==> src/rtl/wb_sync_bridge_buf.sv <==
// Single-clock buffered Wishbone bridge: posted-write command FIFO plus blocking read path to one slave.
// Optional feature: define WB_BRIDGE_TIMEOUT_EN to add a slave-timeout watchdog on the REQ state.
module wb_sync_bridge_buf #(
    parameter int AW     = 32,
    parameter int DW     = 32,
    parameter int BW     = 4,
    parameter int CMD_DP = 4,
    parameter int TO_W   = 8,
    parameter int TO_CYC = 255
) (
    input  logic                      wb_clk_i,
    input  logic                      wb_rst_n,
    input  logic                      wbm_cyc_i,
    input  logic                      wbm_stb_i,
    input  logic [AW-1:0]             wbm_adr_i,
    input  logic                      wbm_we_i,
    input  logic [DW-1:0]             wbm_dat_i,
    input  logic [BW-1:0]             wbm_sel_i,
    output logic [DW-1:0]             wbm_dat_o,
    output logic                      wbm_ack_o,
    output logic                      wbm_err_o,
    output logic                      wbs_cyc_o,
    output logic                      wbs_stb_o,
    output logic [AW-1:0]             wbs_adr_o,
    output logic                      wbs_we_o,
    output logic [DW-1:0]             wbs_dat_o,
    output logic [BW-1:0]             wbs_sel_o,
    input  logic [DW-1:0]             wbs_dat_i,
    input  logic                      wbs_ack_i,
    input  logic                      wbs_err_i,
    output logic                      wr_err_o,
    input  logic                      wr_err_clr_i,
    output logic [$clog2(CMD_DP):0]   cmd_lvl_o
);
    localparam int PW = $clog2(CMD_DP);
    localparam logic [PW:0] LVL_FULL = (PW+1)'(CMD_DP);

    if (CMD_DP < 2 || (CMD_DP & (CMD_DP - 1)) != 0 || TO_CYC < 1 || TO_CYC >= (1 << TO_W)) begin : g_param_chk
        $error("wb_sync_bridge_buf: illegal CMD_DP / TO_CYC / TO_W combination");
    end

    typedef enum logic [1:0] {IDLE, REQ, GAP} state_t;
    state_t state, state_nxt;

    logic [AW-1:0] fifo_adr [CMD_DP];
    logic          fifo_we  [CMD_DP];
    logic [DW-1:0] fifo_dat [CMD_DP];
    logic [BW-1:0] fifo_sel [CMD_DP];
    logic [PW-1:0] wr_ptr, rd_ptr;
    logic [PW:0]   cnt;

    logic          full, empty, cmd_push, pop, slv_err, timeout, head_we, rd_ack;
    logic          rd_pend, wr_err;
    logic          resp_vld_p1, resp_err_p1;
    logic [DW-1:0] resp_dat_p1;

    assign full    = (cnt == LVL_FULL);
    assign empty   = (cnt == '0);
    // Reset also masks the combinational write ack so every output is 0 while held in reset.
    assign cmd_push = wb_rst_n & wbm_cyc_i & wbm_stb_i & ~rd_pend & ~full;
    assign rd_ack   = resp_vld_p1 & wbm_stb_i & ~wbm_we_i;
    assign head_we  = fifo_we[rd_ptr];
    assign slv_err  = wbs_err_i | timeout;
    assign pop      = (state == REQ) & (wbs_ack_i | wbs_err_i | timeout);

`ifdef WB_BRIDGE_TIMEOUT_EN
    logic [TO_W-1:0] to_cnt;
    // Fires in the TO_CYC-th REQ cycle, so an unresponsive slave sees the strobe for exactly TO_CYC cycles.
    assign timeout = (state == REQ) && (to_cnt == TO_W'(TO_CYC - 1)) && !wbs_ack_i && !wbs_err_i;

    always_ff @(posedge wb_clk_i or negedge wb_rst_n) begin
        if (!wb_rst_n)          to_cnt <= '0;
        else if (state != REQ)  to_cnt <= '0;
        else                    to_cnt <= to_cnt + TO_W'(1);
    end
`else
    assign timeout = 1'b0;
`endif

    // Command FIFO storage (data only, pointers carry the reset state)
    always_ff @(posedge wb_clk_i) begin
        if (cmd_push) begin
            fifo_adr[wr_ptr] <= wbm_adr_i;
            fifo_we[wr_ptr]  <= wbm_we_i;
            fifo_dat[wr_ptr] <= wbm_dat_i;
            fifo_sel[wr_ptr] <= wbm_sel_i;
        end
    end

    always_ff @(posedge wb_clk_i or negedge wb_rst_n) begin
        if (!wb_rst_n) begin
            state       <= IDLE;
            wr_ptr      <= '0;
            rd_ptr      <= '0;
            cnt         <= '0;
            rd_pend     <= 1'b0;
            resp_vld_p1 <= 1'b0;
            wr_err      <= 1'b0;
        end else begin
            state <= state_nxt;
            if (cmd_push) wr_ptr <= wr_ptr + PW'(1);
            if (pop)      rd_ptr <= rd_ptr + PW'(1);
            case ({cmd_push, pop})
                2'b10:   cnt <= cnt + (PW+1)'(1);
                2'b01:   cnt <= cnt - (PW+1)'(1);
                default: cnt <= cnt;
            endcase
            if (cmd_push && !wbm_we_i) rd_pend <= 1'b1;
            else if (rd_ack)           rd_pend <= 1'b0;
            if (pop && !head_we)       resp_vld_p1 <= 1'b1;
            else if (rd_ack)           resp_vld_p1 <= 1'b0;
            if (pop && head_we && slv_err) wr_err <= 1'b1;
            else if (wr_err_clr_i)         wr_err <= 1'b0;
        end
    end

    // Read response stage: captured on slave completion, presented to the master one cycle later
    always_ff @(posedge wb_clk_i) begin
        if (pop && !head_we) begin
            resp_dat_p1 <= timeout ? '0 : wbs_dat_i;
            resp_err_p1 <= slv_err;
        end
    end

    always_comb begin
        state_nxt = state;
        case (state)
            IDLE:    if (!empty) state_nxt = REQ;
            REQ:     if (pop)    state_nxt = GAP;
            GAP:     state_nxt = IDLE;
            default: state_nxt = IDLE;
        endcase
    end

    assign wbs_cyc_o = (state == REQ);
    assign wbs_stb_o = (state == REQ);
    assign wbs_adr_o = (state == REQ) ? fifo_adr[rd_ptr] : '0;
    assign wbs_we_o  = (state == REQ) & head_we;
    assign wbs_dat_o = (state == REQ) ? fifo_dat[rd_ptr] : '0;
    assign wbs_sel_o = (state == REQ) ? fifo_sel[rd_ptr] : '0;

    assign wbm_ack_o = (cmd_push & wbm_we_i) | rd_ack;
    assign wbm_dat_o = resp_vld_p1 ? resp_dat_p1 : '0;
    assign wbm_err_o = resp_vld_p1 & resp_err_p1;
    assign wr_err_o  = wr_err;
    assign cmd_lvl_o = cnt;

endmodule

==> config.mk <==
export PLATFORM = sky130hd
export DESIGN_NAME = wb_sync_bridge_buf
export DESIGN_NICKNAME = d
export VERILOG_FILES = /design/src/rtl/wb_sync_bridge_buf.sv
export SDC_FILE = /design/constraint.sdc
export NUM_CORES = 1
export LEC_CHECK = 0
export CORE_ASPECT_RATIO = 0.8
export CORE_MARGIN = 8
export CORE_UTILIZATION = 25
export CTS_CLUSTER_SIZE = 24
export DETAILED_ROUTE_END_ITERATION = 8
export GPL_TIMING_DRIVEN = 1
export HOLD_SLACK_MARGIN = 0.08
export PLACE_DENSITY = 0.42
export SYNTH_ARGS = -nofsm -noshare
export SYNTH_HDL_FRONTEND = slang
export SYNTH_SLANG_ARGS = --single-unit
==> constraint.sdc <==
create_clock -name wb_clk_i -period 9.2 [get_ports wb_clk_i]
set_clock_uncertainty 0.15 [all_clocks]
set_input_delay 1.38 -clock wb_clk_i [delete_from_list [all_inputs] [get_ports wb_clk_i]]
set_output_delay 1.38 -clock wb_clk_i [all_outputs]
set_load 0.005 [all_outputs]
== After elaboration in Yosys (flattened, before gate mapping) ==
Memories as Yosys holds them, arrays and structs flattened.
Index checks and enable logic that the tools add are counted.

* Register bits: 45
* Output and inout bits: 109
* Logic and storage cells: 66
* Memory bits (writable): 276
* Memories: 4

{| class="wikitable"
|+ Memories
! name !! depth !! bits a word !! rd ports !! clocked after Yosys merged registers in !! wr ports !! line !! text
|-
| fifo_adr || 4 || 32 || 1 || 0 || 1 || 45 || <nowiki>logic [AW-1:0] fifo_adr [CMD_DP];</nowiki>
|-
| fifo_dat || 4 || 32 || 1 || 0 || 1 || 47 || <nowiki>logic [DW-1:0] fifo_dat [CMD_DP];</nowiki>
|-
| fifo_sel || 4 || 4 || 1 || 0 || 1 || 48 || <nowiki>logic [BW-1:0] fifo_sel [CMD_DP];</nowiki>
|-
| fifo_we || 4 || 1 || 1 || 0 || 1 || 46 || <nowiki>logic fifo_we [CMD_DP];</nowiki>
|}

* Add/sub/neg operators: 4
* Mux-type cells: 15
* Reductions and logical operators: 13
* Bitwise logic cells: 15
* Eq/ne operators: 6

{| class="wikitable"
|+ Operators by type and width
! kind !! number
|-
| $mux 32 || 3
|-
| $and 1x1->1 || 10
|-
| $reduce_bool 2->1 || 4
|-
| $mux 1 || 7
|-
| $pmux 3 s2 || 1
|-
| $add 2x1->2 const B || 2
|-
| $eq 2x1->1 const B || 2
|-
| $logic_and 1x1->1 || 4
|-
| $mux 2 || 2
|-
| $mux 4 || 1
|-
| $pmux 2 s2 || 1
|-
| $add 3x1->3 const B || 1
|-
| $eq 3x3->1 const B || 1
|-
| $logic_not 3->1 || 1
|-
| $not 1->1 || 3
|-
| $sub 3x1->3 const B || 1
|-
| $eq 2x2->1 const B || 1
|-
| $logic_not 1->1 || 2
|-
| $logic_not 2->1 || 1
|-
| $ne 2x1->1 const B || 1
|-
| $ne 2x2->1 const B || 1
|-
| $or 1x1->1 || 2
|-
| $reduce_and 2->1 || 1
|}

== Depth between registers and ports, before layout ==
Gate-level depths: netlist of run 1.

* Depth in word-level cells: 6
* Gate-level depth with buffers: 9
* Gate-level depth less buffers: 9

== Worst setup path before layout of run 1 ==
Ideal clock, no wire load.

* Path kind: input-to-reg
* From: in wbm_cyc_i
* To: mem fifo_adr[0][0], enable pin
* Arrival: 3521 ps
* Buffers on the path: 0
* Path slack: 5094 ps
* Stages: 3
* Setup time: 435 ps
* Cell sequence: nand4b_1 > a21oi_1 > and2_1

* Word-level cells in the longest chain between the ends: 6

{| class="wikitable"
|+ RTL lines
! element !! line !! text
|-
| start: declaration || 13 || <nowiki>input logic wbm_cyc_i,</nowiki>
|-
| $and 1x1->1 (4 in series) || 60 || <nowiki>assign cmd_push = wb_rst_n & wbm_cyc_i & wbm_stb_i & ~rd_pend & ~full;</nowiki>
|-
| $mux 1 || 82 || <nowiki>if (cmd_push) begin</nowiki>
|-
| $mux 1 (not written as such) || 83 || <nowiki>fifo_adr[wr_ptr] <= wbm_adr_i;</nowiki>
|-
| end: declaration || 45 ||
|}

No other way between the ends.

== Worst setup path after layout of run 1 ==
* From: in wb_rst_n
* To: out wbm_ack_o

* Word-level cells in the longest chain between the ends: 6

{| class="wikitable"
|+ RTL lines
! element !! line !! text
|-
| start: declaration || 12 || <nowiki>input logic wb_rst_n,</nowiki>
|-
| $and 1x1->1 (4 in series) || 60 ||
|-
| $and 1x1->1 || 142 || <nowiki>assign wbm_ack_o = (cmd_push & wbm_we_i) | rd_ack;</nowiki>
|-
| $or 1x1->1 || 142 ||
|-
| end: declaration || 20 || <nowiki>output logic wbm_ack_o,</nowiki>
|}

No other way between the ends.

==> results.cfg, run 1 <==
[synthesis]
synth.top_cells.by_area = edfxtp_1 (76%), mux4_2 (13%), and2_1 (5.3%)
ys_seq_area_share_pct = 77.96
synth_fa_ha_area_share_pct = 0.6720
synth-main-ff-cell = edfxtp_1
yosysMostFrequentCell = edfxtp_1
yosys.cell_types.count = 29
syn_inst = 566
synthTopCellsByCount = edfxtp_1 (309), and2_1 (105), mux4_2 (69)
synth_top_family_by_area = multiplexers
synth_xor_area_share_pct = 0.4277
synth_area_leader_cell = edfxtp_1
muxShareOfSynthArea_pct = 12.82
netlist_area_mm2 = 0.01229
syn_area_per_cell_um2 = 21.71
syn_nets = 680
yosysWarnings = 0
synthArstFlopShare_pct = 3.738
yosys.area_share.simple_pct = 5.946
yosys_register_bits = 321
synth_edf_count = 309
synth_top_cell_area_share_pct = 75.51
synth-compound-area-share_pct = 0.4378

[timing]
finalSetupViolations = 0
final.setup.tns_ns = 0
finalMaxSlewViolations = 0
tightest_slew_ns = 1.087
post-route-min-period_ns = 5.348
period_share_pct = 58.13
rsz0062_at_grt = no
slew_headroom_pct = 27.55
hold_viol = 0
fin_ws_ns = 3.852
max_freq_mhz = 187.0
worst_hold_slack_ns = 0.2668

[global_route]
met3_usage_pct = 2.498
busiest_layer = met2
met2_usage_pct = 17.79
grt_pass1_wl_um = 45820
grt_max_degree = 64
grt.overflow.total = 0
use_met1_pct = 13.48
grt_pass1_vias = 6838
antenna_found_initial = 3
grtUsageTotal_pct = 10.67

[detailed_routing]
drc = 0
viasPerCell = 4.160
drt_iter0_drc = 338
wl_per_cell_um = 20.80
num_vias = 6069
finalWirelength_um = 30340
antenna_left = 0
firstDrtPassIters = 4

[power_and_ir_drop]
p_seq_share_pct = 39.8
p_leak_nw = 5.271
p_int_mw = 3.388
pwr-share-comb_pct = 29.2
power.density_mw_per_mm2 = 282.8
power_mw = 4.620
clkPwrFrac_pct = 31.0
ir_drop_v = 0.0001102
p_sw_mw = 1.231
p_sw_share_pct = 26.65

[hold_path]
min_delay_path_depth = 1
worstHoldPathType = reg -> reg

[clock_network]
postCtsHoldBufs = 0
cts-htree-levels = 2
post_cts_buffers = 0
clock_path_buffers = 3
cts_tree = built
post_cts_resized = 0
cts.sinks = 321
cts_root_buf = clkbuf_16
clk_latency_ns = 0.53
clk_transition_reported_paths_ns = 0.06
cts_buffers = 38

[placement]
dp_hpwl_um = 18030
placed_cells = 1391
io_buffers = 216
post-place-ws_ns = 3.831
routabilityCongestion = 0.6726

[setup_path]
rrSetupSlack_ns = 5.75
cp-start-kind = input port
cpPeakStageDelay_ns = 0.86
critPathSlowestCell = clkdlybuf4s50_1
crit_required_ns = 7.67
path_depth = 5
path_class = in -> out
critPathBufInv = 2
path_max_fanout = 13
cp_top_family = buffers and inverters
rr_worst_depth = 4
crit_arrival_ns = 3.82
endpoint_kind = primary output
crit_chain = clkdlybuf4s50_1, nand4b_1, a21oi_1, a22o_1, clkdlybuf4s50_1
critPathMostFrequentCell = clkdlybuf4s50_1

[finish]
area_growth_pct = 32.93
seq_area_mm2 = 0.009587
finalNonFillerCells = 1459
final_nets = 916
multi_input_area_mm2 = 0.002511
drive_above_1_share_pct = 17.15
nFillCells = 4649

[die]
chipWidth_um = 263.9
initial_core_util_pct = 25.35
fp.dieH_um = 214.3
core_mm2 = 0.04847
rows = 72
die-area_mm2 = 0.05655
ios = 217

[run_status]
status = complete, no violations

[job]
drv_cap = 0
==> power by group through the flow <==
| stage | Combinational [mW] | Clock, mW | Sequential [mW] |
|---|---|---|---|
| after detailed placement | 1.40 | 0 | 1.88 |
| final | 1.35 | 1.43 | 1.84 |
| after global routing | 1.47 | 1.54 | 1.87 |
| after global placement | 1.40 | 0 | 1.88 |
| after floorplan | 0.774 | 0 | 1.79 |
| after CTS | 1.40 | 1.49 | 1.85 |
==> final timing paths <==
path | startpoint | to
max | wb_rst_n | wbm_ack_o
min | state[1] | state[0]
max reg2reg | rd_ptr[0] | resp_dat_p1[1]
min reg2reg | state[1] | state[0]
max in group asynchronous | wb_rst_n | rd_ptr[1]
min in group asynchronous | wb_rst_n | wr_err_o
==> kinds of logic after synthesis <==
| kind of cell | count (synthesis) |
|---|---|
| AND/OR/NAND/NOR | 118 |
| adder cells (fa/ha/maj) | 6 |
| XOR/XNOR | 6 |
| AO/OA/AOI/OAI | 7 |
| multiplexers | 71 |
| buffers and inverters | 37 |
| flip-flops | 321 |
==> registers in the layout, indices dropped and copies added, names as in the netlist, 2 cells and up <==
register and cells:
cmd_lvl_o 3, fifo_adr 128, fifo_dat 128, fifo_sel 16, fifo_we 4, rd_ptr 2, resp_dat_p1 32, state 2
wr_ptr 2
==> cell type report <==
cell class	instances	share of cell area (%)
Antenna cell	2	0.03064
Timing Repair Buffer	224	13.60
Multi-Input combinational cell	208	15.37
Clock buffer	50	6.488
Inverter	9	0.2145
Sequential cell	321	58.69
Tap cell	629	4.818
Clock inverter	16	0.7813
==> per-stage QoR <==
step	util [%]	instance area (um^2)
2_1_floorplan	-	12290
3_3_place_gp	31.24	15140
3_5_place_dp	31.24	15140
4_1_cts	33.69	16330
5_1_grt	33.70	16330
6_report	33.70	16330
==> placed cells by master, fill, tap and decap left out, types with 2 or more instances in the layout <==
cell               n
clkbuf_1           9
ha_1               5
xnor2_1            3
nor2_1             6
clkinv_1           4
bufinv_16          2
clkdlybuf4s50_1  216
clkinv_2          10
and2_4             5
a22o_1             2
inv_1              8
mux4_2            69
xor2_1             3
dfrtp_4            2
and2_1           101
diode_2            2
dfrtp_1           10
edfxtp_1         309
buf_4              8
clkbuf_16         41
==> routing by layer <==
layer	vias up	part of all wire, %
li1	2717	-
met1	3167	44
met2	125	49
met3	56	4.2
met4	4	2.7
met5	-	0.076
Power figures use the tool's default switching activity.
==> run 2, diff against run 1 <==
- PLACE_DENSITY: 0.42 -> 0.43
- clock period: 9.2 -> 4.6 ns (I/O delays scaled with it)
==> run 2 against run 1 <==
Net effect: design area grew 0.28%; clock power up 93%; final cell count about the same; register-to-register slack worse by 3.6 ns; critical endpoint is now wbs_dat_o[31]; non-clock buffer count rose by 5; largest cell class unchanged; hold slack gained 0.013 ns; die area unchanged; via count barely moved; sequential power rose by 100%; core utilization rose by 0.095 points; routed wire length decreased by 0.67%; count of clock-buffer cells in the layout is 7 lower.
==> results.cfg, run 2 (same netlist as run 1, synthesis figures left out) <==
[setup_path]
rr_startpoint = rd_ptr[0]
critPathSlowestCell = dfrtp_4
cp-start-kind = flop
crit_chain = buf_12, mux4_2, and2_1, clkdlybuf4s50_1
endpoint_kind = primary output
cp-startpoint = rd_ptr[0]
path_max_fanout = 37
crit_required_ns = 3.76
cpPeakStageDelay_ns = 0.73
cp_top_family = buffers and inverters
crit_arrival_ns = 2.89
critPathBufInv = 2
path_class = reg -> out

[power_and_ir_drop]
ir_drop_v = 0.0002307
power.density_mw_per_mm2 = 559.9
p_leak_nw = 5.271
power_mw = 9.172

[clock_network]
clk_latency_ns = 0.53
cts_tree = built
cts_buffers = 37
post_cts_buffers = 0
cts.sinks = 321
clk_transition_reported_paths_ns = 0.06
post_cts_resized = 0
clock_path_buffers = 3
cts-htree-levels = 2
cts_root_buf = clkbuf_16
postCtsHoldBufs = 0

[die]
die-area_mm2 = 0.05655
chipWidth_um = 263.9
rows = 72
core_mm2 = 0.04847
initial_core_util_pct = 25.35
fp.dieH_um = 214.3
ios = 217

[global_route]
grt.overflow.total = 0
grt_pass1_vias = 6686
grt_pass1_wl_um = 44880
grtUsageTotal_pct = 10.53
antenna_found_initial = 0
grt_max_degree = 70

[hold_path]
hp-start = state[1]
worstHoldPathType = reg -> reg

[finish]
nFillCells = 4594
drive_above_1_share_pct = 17.01
layout_common_cells = edfxtp_1 (309), clkdlybuf4s50_1 (216), and2_1 (101)
antennaDiodeCount = 0
final_nets = 920
fin_area_mm2 = 0.01638
layout_commonest_cell = edfxtp_1
area_growth_pct = 33.31
reg_top3 = fifo_adr x128, fifo_dat x128, resp_dat_p1 x32

[job]
drv_cap = 0

[detailed_routing]
wl_per_cell_um = 20.67
drt_iter0_drc = 248
finalWirelength_um = 30140
drc = 0
num_vias = 6074
antenna_left = 0
firstDrtPassIters = 4
viasPerCell = 4.166

[placement]
place_area_mm2 = 0.01527
dp_hpwl_um = 18610
io_buffers = 216
routabilityCongestion = 0.6855

[timing]
finalSetupViolations = 0
period_share_pct = 81.08
rsz0062_at_grt = no
final.setup.tns_ns = 0
hold_viol = 0
tightest_slew_ns = 0.9564
finalMaxSlewViolations = 0
worst_hold_slack_ns = 0.2802
slew_headroom_pct = 36.24
max_freq_mhz = 268.1
post-route-min-period_ns = 3.730

[run_status]
status = complete, no violations
[run 2: changes by cell type in the layout (fill, tap and decap cells not counted), sizes merged]
cell / previous run / this run
bufinv: 2 / 3
buf: 8 / 13
clkbuf: 50 / 43
inv: 8 / 9
diode: 2 / 0
clkinv: 14 / 13
clkinvlp: 1 / 3
[run 2: layer usage]
layer  share of wire [%]  track usage, %
met1                  42           12.59
met2                  51           18.39
met3                 4.7           2.544
met4                 2.4           3.736
met5                   0               0
[run 2: path summary, 6_finish.rpt]
path,end,slack (ns),cells after the start
worst max register to register,resp_dat_p1[17],2.14,3
worst max-delay path,wbs_dat_o[31],0.87,4
min in group asynchronous,cmd_lvl_o[1],0.33,2
worst min register to register,state[0],0.28,1
worst min-delay path,state[0],0.28,1
max in group asynchronous,rd_ptr[1],3.79,2
[run 2: power breakdown]
part	internal [mW]	leakage, nW	total (mW)	switching (mW)
sequential	3.47	2.93	3.71	0.240
combinational	1.62	1.80	2.70	1.08
clock	1.63	0.536	2.76	1.13
[run 2: area by class of cell]
class / instances / area (um^2) / area share, %
clock buffers: 43 / 948.4 / 5.790
clock inverters: 19 / 166.4 / 1.016
inverters: 9 / 33.78 / 0.2062
multi-input cells: 208 / 2511 / 15.33
flip-flops and latches: 321 / 9587 / 58.52
well taps: 629 / 787.0 / 4.804
repair buffers: 229 / 2347 / 14.33
[run 2: per-stage QoR]
step | utilization [%] | instances | worst slack (ns)
after global routing | 33.80 | 1458 | 0.6681
after floorplan | - | 566 | 1.184
after CTS | 33.80 | 1458 | 0.7295
after global placement | 31.50 | 1396 | 1.246
after detailed placement | 31.50 | 1396 | 1.264
final | 33.80 | 1458 | 0.8703
